<file path="src/rtl/system_widths_pkg.sv">
`default_nettype none
// ============================================================================
// Module      : system_widths_pkg
// Description : System-wide bus widths and the MIU arbiter state encoding.
// Revision    : 1.0 - initial release
// ============================================================================
package system_widths_pkg;

  localparam int ADDR_WIDTH = 16;
  localparam int DATA_WIDTH = 16;

  // Arbiter FSM: at most one cache transaction in flight at any time
  typedef enum logic [1:0] {
    IDLE      = 2'd0,
    ISSUE     = 2'd1,
    WAIT_RESP = 2'd2
  } arb_state_t;

endpackage
`default_nettype wire

</file>
<file path="src/rtl/rr_pick.sv">
`default_nettype none
// ============================================================================
// Module      : rr_pick
// Description : Round-robin priority pick. Returns the first asserted valid
//               bit at or after ptr, wrapping modulo N, as one-hot + index.
// Revision    : 1.0 - initial release
// ============================================================================
module rr_pick #(
  parameter int N     = 4,
  parameter int IDX_W = $clog2(N)
) (
  input  logic [N-1:0]     valid,
  input  logic [IDX_W-1:0] ptr,
  output logic [N-1:0]     grant,
  output logic [IDX_W-1:0] idx,
  output logic             any
);

  // Rotate valid so that bit 0 is the pointer position, scan for the first
  // set bit, then add the pointer back to recover the absolute index.
  always_comb begin
    logic [N-1:0]   w_rot;
    logic [IDX_W:0] w_sum;
    logic           w_found;
    w_rot   = N'({valid, valid} >> ptr);
    w_sum   = '0;
    w_found = 1'b0;
    idx     = '0;
    for (int k = 0; k < N; k++) begin
      if (!w_found && w_rot[k]) begin
        w_found = 1'b1;
        w_sum   = {1'b0, ptr} + (IDX_W+1)'(k);
        if (w_sum >= (IDX_W+1)'(N)) begin
          w_sum = w_sum - (IDX_W+1)'(N);
        end
        idx = IDX_W'(w_sum);
      end
    end
    any   = w_found;
    grant = w_found ? (N'(1) << idx) : '0;
  end

endmodule
`default_nettype wire

</file>
<file path="src/rtl/miu_arbiter.sv">
`default_nettype none
// ============================================================================
// Module      : miu_arbiter
// Description : Round-robin arbiter sharing one cache port among NUM_REQ MIU
//               requesters. One transaction in flight; payload registered at
//               acceptance, response data passed straight through.
// Revision    : 1.0 - initial release
// ============================================================================
module miu_arbiter
  import system_widths_pkg::*;
#(
  parameter int NUM_REQ = 4,
  parameter int IDX_W   = $clog2(NUM_REQ)
) (
  input  logic                                 clk,
  input  logic                                 resetN,
  input  logic [NUM_REQ-1:0]                   req_valid,
  output logic [NUM_REQ-1:0]                   req_ready,
  input  logic [NUM_REQ-1:0]                   req_we,
  input  logic [NUM_REQ-1:0][ADDR_WIDTH-1:0]   req_addr,
  input  logic [NUM_REQ-1:0][DATA_WIDTH-1:0]   req_write,
  output logic [NUM_REQ-1:0]                   resp_valid,
  output logic [DATA_WIDTH-1:0]                resp_data,
  output logic                                 cache_req_valid,
  input  logic                                 cache_req_ready,
  output logic                                 cache_req_we,
  output logic [ADDR_WIDTH-1:0]                cache_req_addr,
  output logic [DATA_WIDTH-1:0]                cache_req_write,
  input  logic                                 cache_resp_valid,
  input  logic [DATA_WIDTH-1:0]                cache_resp_data
);

  arb_state_t             r_state;
  logic [IDX_W-1:0]       r_rr_ptr;
  logic [IDX_W-1:0]       r_owner;
  logic                   r_we;
  logic [ADDR_WIDTH-1:0]  r_addr;
  logic [DATA_WIDTH-1:0]  r_write;
  logic                   r_cache_req_valid;

  logic [NUM_REQ-1:0]     w_grant;
  logic [IDX_W-1:0]       w_grant_idx;
  logic                   w_any;
  logic [IDX_W-1:0]       w_next_ptr;

  rr_pick #(
    .N     (NUM_REQ),
    .IDX_W (IDX_W)
  ) u_rr_pick (
    .valid (req_valid),
    .ptr   (r_rr_ptr),
    .grant (w_grant),
    .idx   (w_grant_idx),
    .any   (w_any)
  );

  // Priority moves to the requester just after the one that was served
  assign w_next_ptr = (r_owner == IDX_W'(NUM_REQ-1)) ? '0 : r_owner + IDX_W'(1);

  // Arbitration FSM with registered cache-side payload and request valid
  always_ff @(posedge clk or negedge resetN) begin
    if (!resetN) begin
      r_state           <= IDLE;
      r_rr_ptr          <= '0;
      r_owner           <= '0;
      r_we              <= 1'b0;
      r_addr            <= '0;
      r_write           <= '0;
      r_cache_req_valid <= 1'b0;
    end else begin
      case (r_state)
        IDLE: begin
          if (w_any) begin
            r_owner           <= w_grant_idx;
            r_we              <= req_we[w_grant_idx];
            r_addr            <= req_addr[w_grant_idx];
            r_write           <= req_write[w_grant_idx];
            r_cache_req_valid <= 1'b1;
            r_state           <= ISSUE;
          end
        end
        ISSUE: begin
          if (cache_req_ready) begin
            r_cache_req_valid <= 1'b0;
            r_state           <= WAIT_RESP;
          end
        end
        WAIT_RESP: begin
          if (cache_resp_valid) begin
            r_rr_ptr <= w_next_ptr;
            r_state  <= IDLE;
          end
        end
        default: begin
          r_cache_req_valid <= 1'b0;
          r_state           <= IDLE;
        end
      endcase
    end
  end

  // Grant is combinational in IDLE only; held low while reset is asserted
  assign req_ready = ((r_state == IDLE) && resetN) ? w_grant : '0;

  // Responses are routed to the owner only while a response is awaited
  assign resp_valid = ((r_state == WAIT_RESP) && cache_resp_valid) ?
                      (NUM_REQ'(1) << r_owner) : '0;
  assign resp_data  = (r_state == WAIT_RESP) ? cache_resp_data : '0;

  assign cache_req_valid = r_cache_req_valid;
  assign cache_req_we    = r_we;
  assign cache_req_addr  = r_addr;
  assign cache_req_write = r_write;

endmodule
`default_nettype wire

</file>
<file path="config.mk">
export PLATFORM = sky130hd
export DESIGN_NAME = miu_arbiter
export DESIGN_NICKNAME = d
export VERILOG_FILES = /design/src/rtl/system_widths_pkg.sv /design/src/rtl/rr_pick.sv /design/src/rtl/miu_arbiter.sv
export SDC_FILE = /design/constraint.sdc
export NUM_CORES = 1
export LEC_CHECK = 0
export ABC_AREA = 1
export BUFFER_PORTS_ARGS = -buffer_cell sky130_fd_sc_hd__buf_2
export CAP_MARGIN = 20
export CORE_ASPECT_RATIO = 1.1
export CORE_MARGIN = 2
export CORE_UTILIZATION = 49
export CTS_CLUSTER_SIZE = 16
export DETAILED_ROUTE_END_ITERATION = 7
export PLACE_DENSITY = 0.88
export SLEW_MARGIN = 20
export SYNTH_ARGS = -nofsm -noshare
export SYNTH_HDL_FRONTEND = slang
export SYNTH_SLANG_ARGS = --single-unit
</file>
<file path="constraint.sdc">
create_clock -name clk -period 3.4 [get_ports clk]
set_clock_uncertainty 0.15 [all_clocks]
set_input_delay 0.34 -clock clk [delete_from_list [all_inputs] [get_ports clk]]
set_output_delay 0.34 -clock clk [all_outputs]
set_load 0.02 [all_outputs]
</file>
### After elaboration in Yosys (flattened, before gate mapping)

Cells that the tools add are included.

* flip-flop bits (word level): 40
* bits of input ports: 156
* output and inout port bits: 58
* word-level logic and storage cells: 73

* add/sub/neg operators: 8
* magnitude comparators: 5
* equal/unequal tests: 6
* shift-type cells: 3
* multiplexer cells: 30
* bitwise operators: 1
* reductions and logical operators: 13

Operators with widths (count)
* $bmux 16 s2: 2
* $mux 16: 3
* $mux 2: 12
* $mux 4: 3
* $ge 3x3->1 const B: 3
* $shl 1x2->4 const A: 2
* $shr 8x2->4: 1
* $sub 2x1->2 const B: 4
* $mux 1: 7
* $add 2x2->3 const B: 2
* $pmux 2 s3: 1
* $reduce_and 3->1: 2
* $logic_and 1x1->1: 5
* $eq 2x2->1 const B: 2
* $ne 2x2->1 const B: 2
* $reduce_and 2->1: 2
* $add 2x1->3 const B: 1
* $ge 2x3->1 const B: 1
* $logic_not 1->1: 3
* $lt 2x3->1 const B: 1
* $pmux 1 s3: 1
* $add 2x1->2 const B: 1
* $bmux 1 s2: 1
* $eq 2x1->1 const B: 1
* 3 further kinds: 3

### Depth between registers and ports, before layout

Gate-level depths: netlist of run 1.

* word-level depth: 14
* gate-level depth with buffers: 17
* gate-level depth less buffers: 15

### By module

From an unflattened synthesis of run 1, not the netlist that was laid out.

* cells, all modules: 603
* area, all modules: 3400.8 µm²

Modules (own cells, without submodules)
* miu_arbiter: instances 1, cells an instance 538, area each 3054.2 µm², seq. area each 1001.0 µm²
* rr_pick: instances 1, cells an instance 65, area each 346.6 µm², seq. area each 0.0 µm²

### Least setup slack after synthesis of run 1

Ideal clock, no wire load.

* kind: register to output
* start point: register r_rr_ptr[0]
* end point: output req_ready[2]
* arrival: 1872 ps
* required time: 2910 ps
* slack: 1038 ps
* stages on the path, launching flop included: 13
* buffers on the path: 3
* cells stage by stage: dfrtp_1 -> buf_6 -> inv_6 -> nand2_1 -> nand3_1 -> nand2_2 -> inv_2 -> nand4_4 -> nor2_1 -> nor2_2 -> buf_6 -> buf_4 -> nor3_1

* longest elaborated chain between the ends: 14
* elaborated cells between the ends (all ways): 33
* those cells by class: 7 x add/sub; 4 x order compare; 2 x shift; 14 x mux; 6 x reduce/logical

RTL lines
* start, declared: line miu_arbiter.sv:34 `logic [IDX_W-1:0] r_rr_ptr;`
* start signal, assigned: line miu_arbiter.sv:90 `r_rr_ptr <= w_next_ptr;`
* parallel branches: the longest is 12 deep, another holds $add 2x1->3
* $mux 4 *: line rr_pick.sv:40 `grant = w_found ? (N'(1) << idx) : '0;`
* $mux 4 *: line miu_arbiter.sv:103 `assign req_ready = ((r_state == IDLE) && resetN) ? w_grant : '0;`
* end, declared: line miu_arbiter.sv:18 `output logic [NUM_REQ-1:0] req_ready,`

Every way passes the cells marked *.

### Worst setup path after layout of run 1

Same ends and word-level chain as after synthesis.

==> impl_results.md, run 1 <==
* Max-slew headroom at between 30% and 40%
* PortBufs at between 200 and 250
* Initial antenna violation count at 0
* Synth Instances at between 500 and 600
* Yosys top cell by area: nand2_1
* Worst Setup Start Kind: flip-flop
* Synth top area cells: nand2_1 (36%), dfrtp_1 (27%), nand3_2 (11%)
* Starting Density at about 50%
* Worst VDD drop at 547 uV
* Top Ports at 214
* CP delay by family, top: simple AND/OR/NAND/NOR gates
* Worst r2r src: r_rr_ptr[0]
* First-pass GRT wire length at 17600 um
* Post-Syn Area at about 3700 um^2
* Commonest cells in the netlist: nand2_1 (353), nand3_2 (42), dfrtp_1 (40)
* Worst Setup End Kind: output port
* #FFs+latches synth at 40
* Crit path largest cell delay at 0.64 ns
* Hold Buf Count CTS at 0
* Core area at ~7400 um^2
* Drt total wl at around 11000 um
* Drt pass-1 iters at 6
* WL/cell at approximately 13 um
* Buf+Inv Stages, Crit Path at 2
* Layout fillers at 700
* Initial DRC Count at ~190
* Final setup vio count at 0
* GRT Max-Usage Layer: met2
* Area share of the largest cell type after synthesis at approximately 36%
* Clock transition at path regs at roughly 0.080 ns
* Final Wtd Congestion at around 0.91
* # diodes at 0
* CP cell instances: nand2_1, nand3_2, nand2_4, a21oi_2, nand2_4, nand2_4, inv_1, nor3_1, buf_2
* Layout cell share with drive strength beyond 1 at between 30% and 40%
* YS warnings at 0
* Syn Nets at about 760
* Number of max-slew violations in the final report at 0
* Die height at around 95 um
* Pwr Density at 1060 nW/um^2
* Ys flop type: dfrtp_1
* Most common cell in the netlist: nand2_1
* Via density at approximately 4.9
* Die ar. at ~8300 um^2
* Setup bufs post-CTS at 0
* Num Clock Sinks at 40
* Post-DRT Antenna Nets at 0
* Grt total ovfl at 0
* Met3 Use GR at under 10%
* Seq/Total Area, Yosys at between 20% and 30%
* Vias at 4322
* Post-CTS Resized at 0
* Pleak at 3.11 nW
* RSZ-0062 raised after global routing: no
* Fin area at between 4000 and 5000 um^2
* DP Area at roughly 4700 um^2
* Max Fanout on Critical Path at 36
* Max cap viols at 0
* Area grow syn2layout at 27.7%
* Met2 Use GR at between 40 and 50%
* Ys async rst share at 100%
* Row Count at 33
* Status: finished, final reports clean
* Tightest Pin Transition at 0.920 ns
* DP Wirelength at 8340 um
* Root Driver: clkbuf_8
* Multi-input gate area at between 2000 and 2500 um^2
* Fin crit period at 2.94 ns
* H-tree Lvls at 2
* HP Class: primary input to async pin
* Setup_tns at 0 ns
* Max Fclk at ~340 MHz
* Cts bufs inserted at 5
* CTS Buffer Depth at 2
* Crit path DAT at ~2.5 ns
* GR met1 Demand/Resource at around 30%
* Endpoints failing hold at 0
* Crit-path most repeated cell: nand2_4
* Vias in the first global route at just under 4000
* Largest net degree at the start of global routing at 67
* WP data required at about 2.9 ns
* FF+latch area at between 1000 and 1500 um^2
* Final Cycle Share at between 80% and 90%
* Clock Latency Late Sink at 0.28 ns
* CTS tree: done
* Critical Path Start: r_rr_ptr[0]
* Slowest cell on crit path: dfrtp_1
* Yosys cell types at 27
* Layout Nets at around 950
* EDFF count, synth at 0
* Die X-Extent at between 80 and 90 um
* Worst Setup Path Type: flip-flop to output port
* Avg Inst Size Synth at slightly above 6 um^2
* GRT Overall Usage at approximately a quarter
* Drt drc at 0
[layout by cell type (no fill, tap or decap), types with 4 or more instances in the layout]
cell type,instances
buf_2,213
dfrtp_1,40
nand2_1,353
ha_1,4
nor2_1,25
nand2_2,4
nand2_4,7
nand3_2,42
clkbuf_8,5
buf_4,8
o21ai_0,4
nand3_1,33
inv_1,28
[power by group]
group          switching [mW]  internal [mW]  total, mW  leakage [nW]
Combinational            2.60           1.19       3.79          2.56
Clock                   0.162          0.218      0.380        0.0552
Sequential              0.170          0.715      0.884         0.497
[worst paths after layout]
kind / slack [ns] / end / depth (start not counted)
setup / recovery: 0.46 / req_ready[2] / 9
hold / removal: 0.05 / cache_req_write[0] / 2
setup reg to reg: 0.53 / cache_req_write[1] / 13
hold reg to reg: 0.33 / cache_req_write[6] / 2
max in group asynchronous: 2.70 / r_state[1] / 2
min in group clk: 0.13 / r_state[1] / 2
[cell type report]
cell class              count  area share (%)
clock buffers               6            1.52
multi-input cells         487            48.1
inverters                  33            2.71
clock inverters             2           0.736
flip-flops and latches     40            21.0
well taps                  87            2.29
repair buffers            221            23.7
[registers in the layout, indices dropped and copies added, names as in the netlist]
name / cells
r_owner: 2
cache_req_write: 16
cache_req_valid: 1
r_state: 2
cache_req_we: 1
r_rr_ptr: 2
cache_req_addr: 16
[metal layers]
metal  wire length (um)  vias up
li1                   -     2203
met5                  0        -
met1               4330     1913
met4                157        0
met2               5810      194
met3                845       12
[worst register-to-register path, cell delays in order (launching register included)]
cell	delay (ns)
dfrtp_1	0.64
nand2_1	0.21
nand2_1	0.14
nand2_1	0.06
nand2_1	0.13
nand4_4	0.13
nand2_4	0.10
buf_4	0.66
nand3_1	0.24
nand2_1	0.15
nand2_1	0.06
nand2_1	0.07
nand2_1	0.05
nand2_1	0.05
[through the flow]
stage | utilization [%] | worst slack [ns] | cells | hold slack [ns] | power [mW]
after floorplan | - | 1.04 | 598 | -0.106 | 4.06
after global placement | 62.6 | 0.787 | 868 | 0.309 | 4.57
after detailed placement | 62.6 | 0.599 | 868 | 0.314 | 4.69
after CTS | 64.1 | 0.462 | 876 | 0.0659 | 5.09
after global routing | 64.1 | 0.241 | 876 | 0.0973 | 5.64
final | 64.1 | 0.465 | 876 | 0.0466 | 5.06
[kinds of logic after synthesis]
kind of cell / after synthesis / synth area share (%)
AOI/OAI and AO/OA: 9 / 1.31
adders and majority gates: 4 / 1.34
buffers and inverters: 71 / 11.9
xor gates and xnor gates: 1 / 0.235
DFF: 40 / 26.9
and+or+nand+nor: 473 / 58.4
(Power assumes the default switching activity.)
==> inputs of run 2 (changes only) <==
Settings changed: BUFFER_PORTS_ARGS -buffer_cell sky130_fd_sc_hd__buf_2 to unset, CORE_ASPECT_RATIO 1.1 to unset, CORE_UTILIZATION 49 to 55, DONT_BUFFER_PORTS set to 1, PLACE_DENSITY 0.88 to 0.7, SKIP_LAST_GASP set to 1, SYNTH_HIERARCHICAL set to 1.
==> impl_results.md, run 2 <==
* Post-layout util at 59.9% (-4.1 points)
* First-pass GRT wire length at 14500 um (-18%)
* Fin crit period at 2.88 ns (-0.0524 ns)
* Root Driver: clkbuf_8
* Drt drc at 0 (unchanged)
* DP Wirelength at 7000 um (-16%)
* Synth Instances at 603 (+0.84%)
* Area grow syn2layout at 4.97%
* PortBufs at 0 (-100%)
* Ys flop type: dfrtp_1
* Drt pass-1 iters at 5 (-1)
* # diodes at 0 (unchanged)
* Final setup vio count at 0 (unchanged)
* Max Fanout on Critical Path at 33 (-8.3%)
* Row Count at 28 (-15%)
* Most frequent cells in the layout: nand2_1 (294), inv_1 (93), nand3_1 (72), dfrtp_1 (40), nor2_1 (34)
* Post-Place Setup Slack at 0.811 ns (+0.212 ns)
* Commonest non-fill, non-tap cell in the layout: nand2_1
* Yosys top cell by area: nand2_1
* Layout cell share with drive strength beyond 1 at 7.08% (-30 points)
* Largest net degree at the start of global routing at 41 (-39%)
* Post-DRT Antenna Nets at 0 (unchanged)
* Final Cycle Share at 84.8% (-1.5 points)
* H-tree Lvls at 2 (unchanged)
* Setup_tns at 0 ns (unchanged)
* Max Fclk at 347 MHz (+1.8%)
* Via density at 5.28 (+7.0%)
* Vias in the first global route at 3185 (-19%)
* EDFF count, synth at 0 (unchanged)
* Pwr Density at 1280 nW/um^2 (+21%)
* WP data required at 2.91 ns (about the same)
* Vias at 3525 (-18%)
* Drt total wl at 9400 um (-16%)
* Layout Nets at 752 (-21%)
* Seq/Total Area, Yosys at 29.4% (+2.6 points)
* Syn Nets at 763 (+0.66%)
* Buf+Inv Stages, Crit Path at 4 (+2)
* Die height at 82.6 um (-13%)
* CTS Buffer Depth at 2 (unchanged)
* Worst VDD drop at 636 uV (+16%)
* GRT Overall Usage at 27.6% (+1.2 points)
* Area share of the largest cell type after synthesis at 32.5% (-3.1 points)
* Die ar. at 6830 um^2 (-18%)
* Initial DRC Count at 190 (+2.2%)
* YS warnings at 6 (+6)
* Crit path DAT at 2.39 ns (-0.06 ns)
* Post-Syn Area at 3400 um^2 (-8.8%)
* Endpoints failing hold at 0 (unchanged)
* Number of max-slew violations in the final report at 0 (unchanged)
* Status: finished, final reports clean
* Post-route insts no fill at 668 (-24%)
* Crit path largest cell delay at 0.58 ns (-0.06 ns)
* Grt total ovfl at 0 (unchanged)
* Clock Latency Late Sink at 0.30 ns (+0.02 ns)
* Tightest Pin Transition at 0.648 ns (-0.271 ns)
* WL/cell at 14.1 um (+11%)
* Crit-path most repeated cell: nor2_1
* Max-slew headroom at 56.7% (+18 points)
* Initial antenna violation count at 0 (unchanged)
* Starting Density at 57.1% (+6.9 points)
* Synth top area cells: nand2_1 (32%), dfrtp_1 (29%), nand3_1 (11%)
* Cell total after placement at 656 (-24%)
* Core area at 5960 um^2 (-20%)
* Worst Setup Start Kind: flip-flop
* CP delay by family, top: simple AND/OR/NAND/NOR gates
* Cts bufs inserted at 5 (unchanged)
* Ys async rst share at 100% (unchanged)
* Most common cell in the netlist: nand2_1
* Final Wtd Congestion at 0.818 (-10%)
* Clock transition at path regs at 0.09 ns (about the same)
* Setup ws final at 0.517 ns (+0.0524 ns)
* Pleak at 2.25 nW (-28%)
* CTS tree: done
* Worst Setup Path Type: flip-flop to output port
* Post-CTS Resized at 0 (unchanged)
* Commonest cells in the netlist: nand2_1 (294), inv_1 (93), nand3_1 (72)
* RSZ-0062 raised after global routing: no
* HP Class: primary input to flip-flop
* Top Ports at 214 (unchanged)
* Avg Inst Size Synth at 5.64 um^2 (-9.5%)
* Die X-Extent at 82.6 um (-5.2%)
* CP cell instances: inv_6, nand2_2, nand3_2, nand2_4, nor2_2, nor2_1, nand2_1, nand2_2, inv_2, buf_4, nor2_1, inv_1, nor2_1
* Num Clock Sinks at 40 (unchanged)
* Worst hold slack at 0.0563 ns (+0.00966 ns)
* Yosys cell types at 24 (-11%)
* Slowest cell on crit path: dfrtp_1
* Worst Setup End Kind: output port
* Layout fillers at 625 (-11%)
* Max cap viols at 0 (unchanged)
* #FFs+latches synth at 40 (unchanged)
[run 2: cell types whose count changed after synthesis, moves of 6 or more]
cell,delta
inv_1,+65
nand3_2,-39
nor2_1,+9
nand2_1,-59
nand3_1,+39
nand2_4,-6
[run 2: power by group]
group	total, mW	switching, mW	internal, mW
combinational	2.99	2.03	0.961
clock	0.401	0.184	0.218
sequential	1.18	0.453	0.727
total	4.57	2.67	1.91
[run 2: final timing paths]
check / slack, ns / startpoint / end / cells after the start
worst max-delay path: 0.52 / r_rr_ptr[0] / req_ready[0] / 13
worst min-delay path: 0.06 / cache_req_ready / r_state[1] / 2
worst max register to register: 0.80 / r_rr_ptr[0] / cache_req_write[1] / 16
worst min register to register: 0.42 / r_owner[0] / r_owner[0] / 2
max in group asynchronous: 2.50 / resetN / cache_req_addr[15] / 2
min in group asynchronous: 0.40 / resetN / cache_req_addr[5] / 2
[run 2: timing repair]
action	in CTS	in global routing
hold endpoints to repair	42	0
setup buffers	0	0
hold buffers	4	0
[run 2: cell families after synthesis]
group                    count (synthesis)  share of synthesized area [%]
flip-flops                              40                           29.4
XOR/XNOR                                 1                          0.258
AO/OA/AOI/OAI                            9                           1.36
adder cells (fa/ha/maj)                  4                           1.47
AND/OR/NAND/NOR                        419                           51.3
buffers and inverters                  130                           16.2
[run 2: per-stage QoR]
stage / total power [mW] / cell area [um^2]
after floorplan: 3.63 / 3400
after global placement: 4.14 / 3410
after detailed placement: 4.20 / 3410
after CTS: 4.62 / 3570
after global routing: 5.12 / 3570
final: 4.57 / 3570
[run 2: layout make-up]
type / instances / area [um^2] / area share, %
Inverter: 100 / 380 / 10.7
Sequential cell: 40 / 1000 / 28.0
Multi-Input combinational cell: 433 / 1850 / 51.8
Clock inverter: 3 / 42.5 / 1.19
Tap cell: 75 / 93.8 / 2.63
Clock buffer: 5 / 68.8 / 1.93
Timing Repair Buffer: 12 / 135 / 3.79
[run 2: metal layers]
layer | vias up | global-route usage [%] | part of all wire, %
li1 | 1755 | - | -
met1 | 1616 | 31.3 | 38
met2 | 147 | 51.4 | 53
met3 | 7 | 6.63 | 8.3
met4 | 0 | 7.70 | 0.99
met5 | - | 0 | 0
[run 2: worst reg2reg max path: cells and delay by family, from the launching register on]
family / cells / cell delay, ns
buffers and inverters: 4 / 0.80
flip-flops: 1 / 0.58
AND/OR/NAND/NOR: 12 / 0.96
==> inputs of run 3 (changes only) <==
Clock period 3.4 ns to 2.74 ns, I/O delays scaled along.
==> impl_results.md, run 3 (synthesized netlist as in run 2, its figures left out) <==
* Status: finished, final reports clean
* Most frequent cells in the layout: nand2_1 (294), inv_1 (93), nand3_1 (72), dfrtp_1 (39), nor2_1 (33)
* First-pass GRT wire length at 14000 um (-3.0%)
* Max Fclk at between 300 and 400 MHz
* Post-layout util at 60.8% (+0.82 points)
* Die ar. at 6830 um^2 (unchanged)
* Layout cell share with drive strength beyond 1 at 8.03% (+0.94 points)
* Area grow syn2layout at 6.40%
* Num Clock Sinks at 40 (unchanged)
* Wire length on met3 at 724 um (-7.4%)
* Worst hold slack at 0.0387 ns (-0.0176 ns)
* RSZ-0062 raised after global routing: no
* Max-slew headroom at 66.0% (+9.3 points)
* Wire length on met2 at 5050 um (+1.7%)
* Internal Dissipation at 2.45 mW (+28%)
* Clock Latency Late Sink at 0.29 ns (about the same)
* CTS tree: done
* Switching Fraction at 57.4% (-0.89 points)
* Drt pass-1 iters at 4 (-1)
* Worst Setup End Kind: output port
* PortBufs at 0 (unchanged)
* Max cap viols at 0 (unchanged)
* Highest Signal Layer: met4
* Drt drc at 0 (unchanged)
* Pleak at 2.28 nW (+1.3%)
* Setup bufs post-CTS at 0 (unchanged)
* HP Class: primary input to flip-flop
* Final Wtd Congestion at 0.872 (+6.6%)
* Worst VDD drop at 916 uV (+44%)
* Final Cycle Share at roughly 90%
* Die X-Extent at 82.6 um (unchanged)
* Row Count at 28 (unchanged)
* Endpoints failing hold at 0 (unchanged)
* Number of max-slew violations in the final report at 0 (unchanged)
* Fin crit period at between 2 and 3 ns
* Root Driver: clkbuf_8
* Vias in the first global route at 3116 (-2.2%)
* Tightest Pin Transition at 0.509 ns (-0.139 ns)
* Die height at 82.6 um (unchanged)
* Part of the power in combinational logic at 65.2% (-0.2 points)
* Initial DRC Count at 152 (-20%)
* Net Sw Power at 3.30 mW (+24%)
* Top Ports at 214 (unchanged)
* Share of power burned in registers at 25.5% (-0.3 points)
* Core area at 5960 um^2 (unchanged)
* Cts bufs inserted at 5 (unchanged)
* Vias at 3470 (-1.6%)
* Worst Setup Path Type: flip-flop to output port
* Via density at 5.15 (-2.4%)
* Post-DRT Antenna Nets at 0 (unchanged)
* Grt total ovfl at 0 (unchanged)
* Worst R2R Path Depth at 15 (-1)
* Layout Nets at 757 (+0.66%)
* GRT Overall Usage at 27.0% (-0.65 points)
* Pwr Density at 1590 nW/um^2 (+24%)
* Setup_tns at 0 ns (unchanged)
* Final setup vio count at 0 (unchanged)
* Max Fanout on Critical Path at 17 (-48%)
* WL/cell at 13.9 um (-1.0%)
* Clock transition at path regs at 0.08 ns (about the same)
* Clock network power share at 9.4% (+0.6 points)
* Hold path depth at 4 (+2)
* Largest net degree at the start of global routing at 46 (+12%)
* Commonest non-fill, non-tap cell in the layout: nand2_1
* Crit path DAT at 2.11 ns (-0.28 ns)
* Worst Setup Start Kind: flip-flop
* CTS Buffer Depth at 2 (unchanged)
* WP data required at 2.32 ns (-0.59 ns)
* Wire length on met1 at 3540 um (-0.28%)
* DP Wirelength at 7060 um (+0.90%)
* Initial antenna violation count at 1 (+1)
* Drt total wl at 9380 um (-0.14%)
* Starting Density at 57.1% (unchanged)
* H-tree Lvls at 2 (unchanged)
==> run 3: routing by layer <==
metal	global-route usage (%)	vias to the layer above
met3	6.85	6
li1	-	1769
met1	28.6	1553
met4	7.54	0
met5	0	-
met2	52.2	142
==> run 3: timing repair <==
action / CTS / global route
hold endpoints to repair: 42 / 0
resized for setup: 0 / 2
endpoints found under the setup margin: 0 / 6
hold buffers: 5 / 0
==> run 3: critical path: stages (launching register included) <==
cell and delay, ns:
dfrtp_2 0.48, inv_6 0.07, nand2_2 0.07, nand3_2 0.12
nand2_4 0.13, nor2_2 0.05, nor2_1 0.08, nand2_1 0.07
nand2_2 0.08, inv_2 0.14, nor2_1 0.14, inv_1 0.04
nor2_1 0.33
==> run 3: worst paths after layout <==
kind	startpoint	end	slack, ns
max	r_rr_ptr[0]	req_ready[2]	0.21
min	req_write[11]	cache_req_write[11]	0.04
max reg2reg	r_rr_ptr[0]	cache_req_addr[5]	0.28
min reg2reg	r_owner[0]	r_owner[0]	0.45
max in group asynchronous	resetN	cache_req_write[3]	1.91
min in group asynchronous	resetN	cache_req_valid	0.31
==> run 3: through the flow <==
stage / setup slack [ns] / instances / area [um^2] / total power, mW
final: 0.207 / 674 / 3620 / 5.75
after global placement: 0.319 / 660 / 3430 / 5.15
after CTS: 0.0401 / 673 / 3610 / 5.80
after global routing: 0.0777 / 674 / 3620 / 6.40
after floorplan: 0.691 / 603 / 3400 / 4.50
after detailed placement: 0.243 / 660 / 3430 / 5.22
==> run 3: area by class of cell <==
class	count	area, um^2
Timing Repair Buffer	17	163
Clock buffer	7	96.3
Fill cell	635	2340
Inverter	100	380
Tap cell	75	93.8
Sequential cell	40	1000
Antenna cell	1	2.50
Multi-Input combinational cell	433	1850
Clock inverter	1	30.0
==> run 3: power groups by stage <==
stage / logic [mW] / clock network [mW] / registers, mW
after global placement: 3.67 / 0 / 1.48
after global routing: 4.32 / 0.573 / 1.50
after detailed placement: 3.75 / 0 / 1.47
after CTS: 3.78 / 0.555 / 1.47
after floorplan: 3.13 / 0 / 1.37
final: 3.74 / 0.537 / 1.46
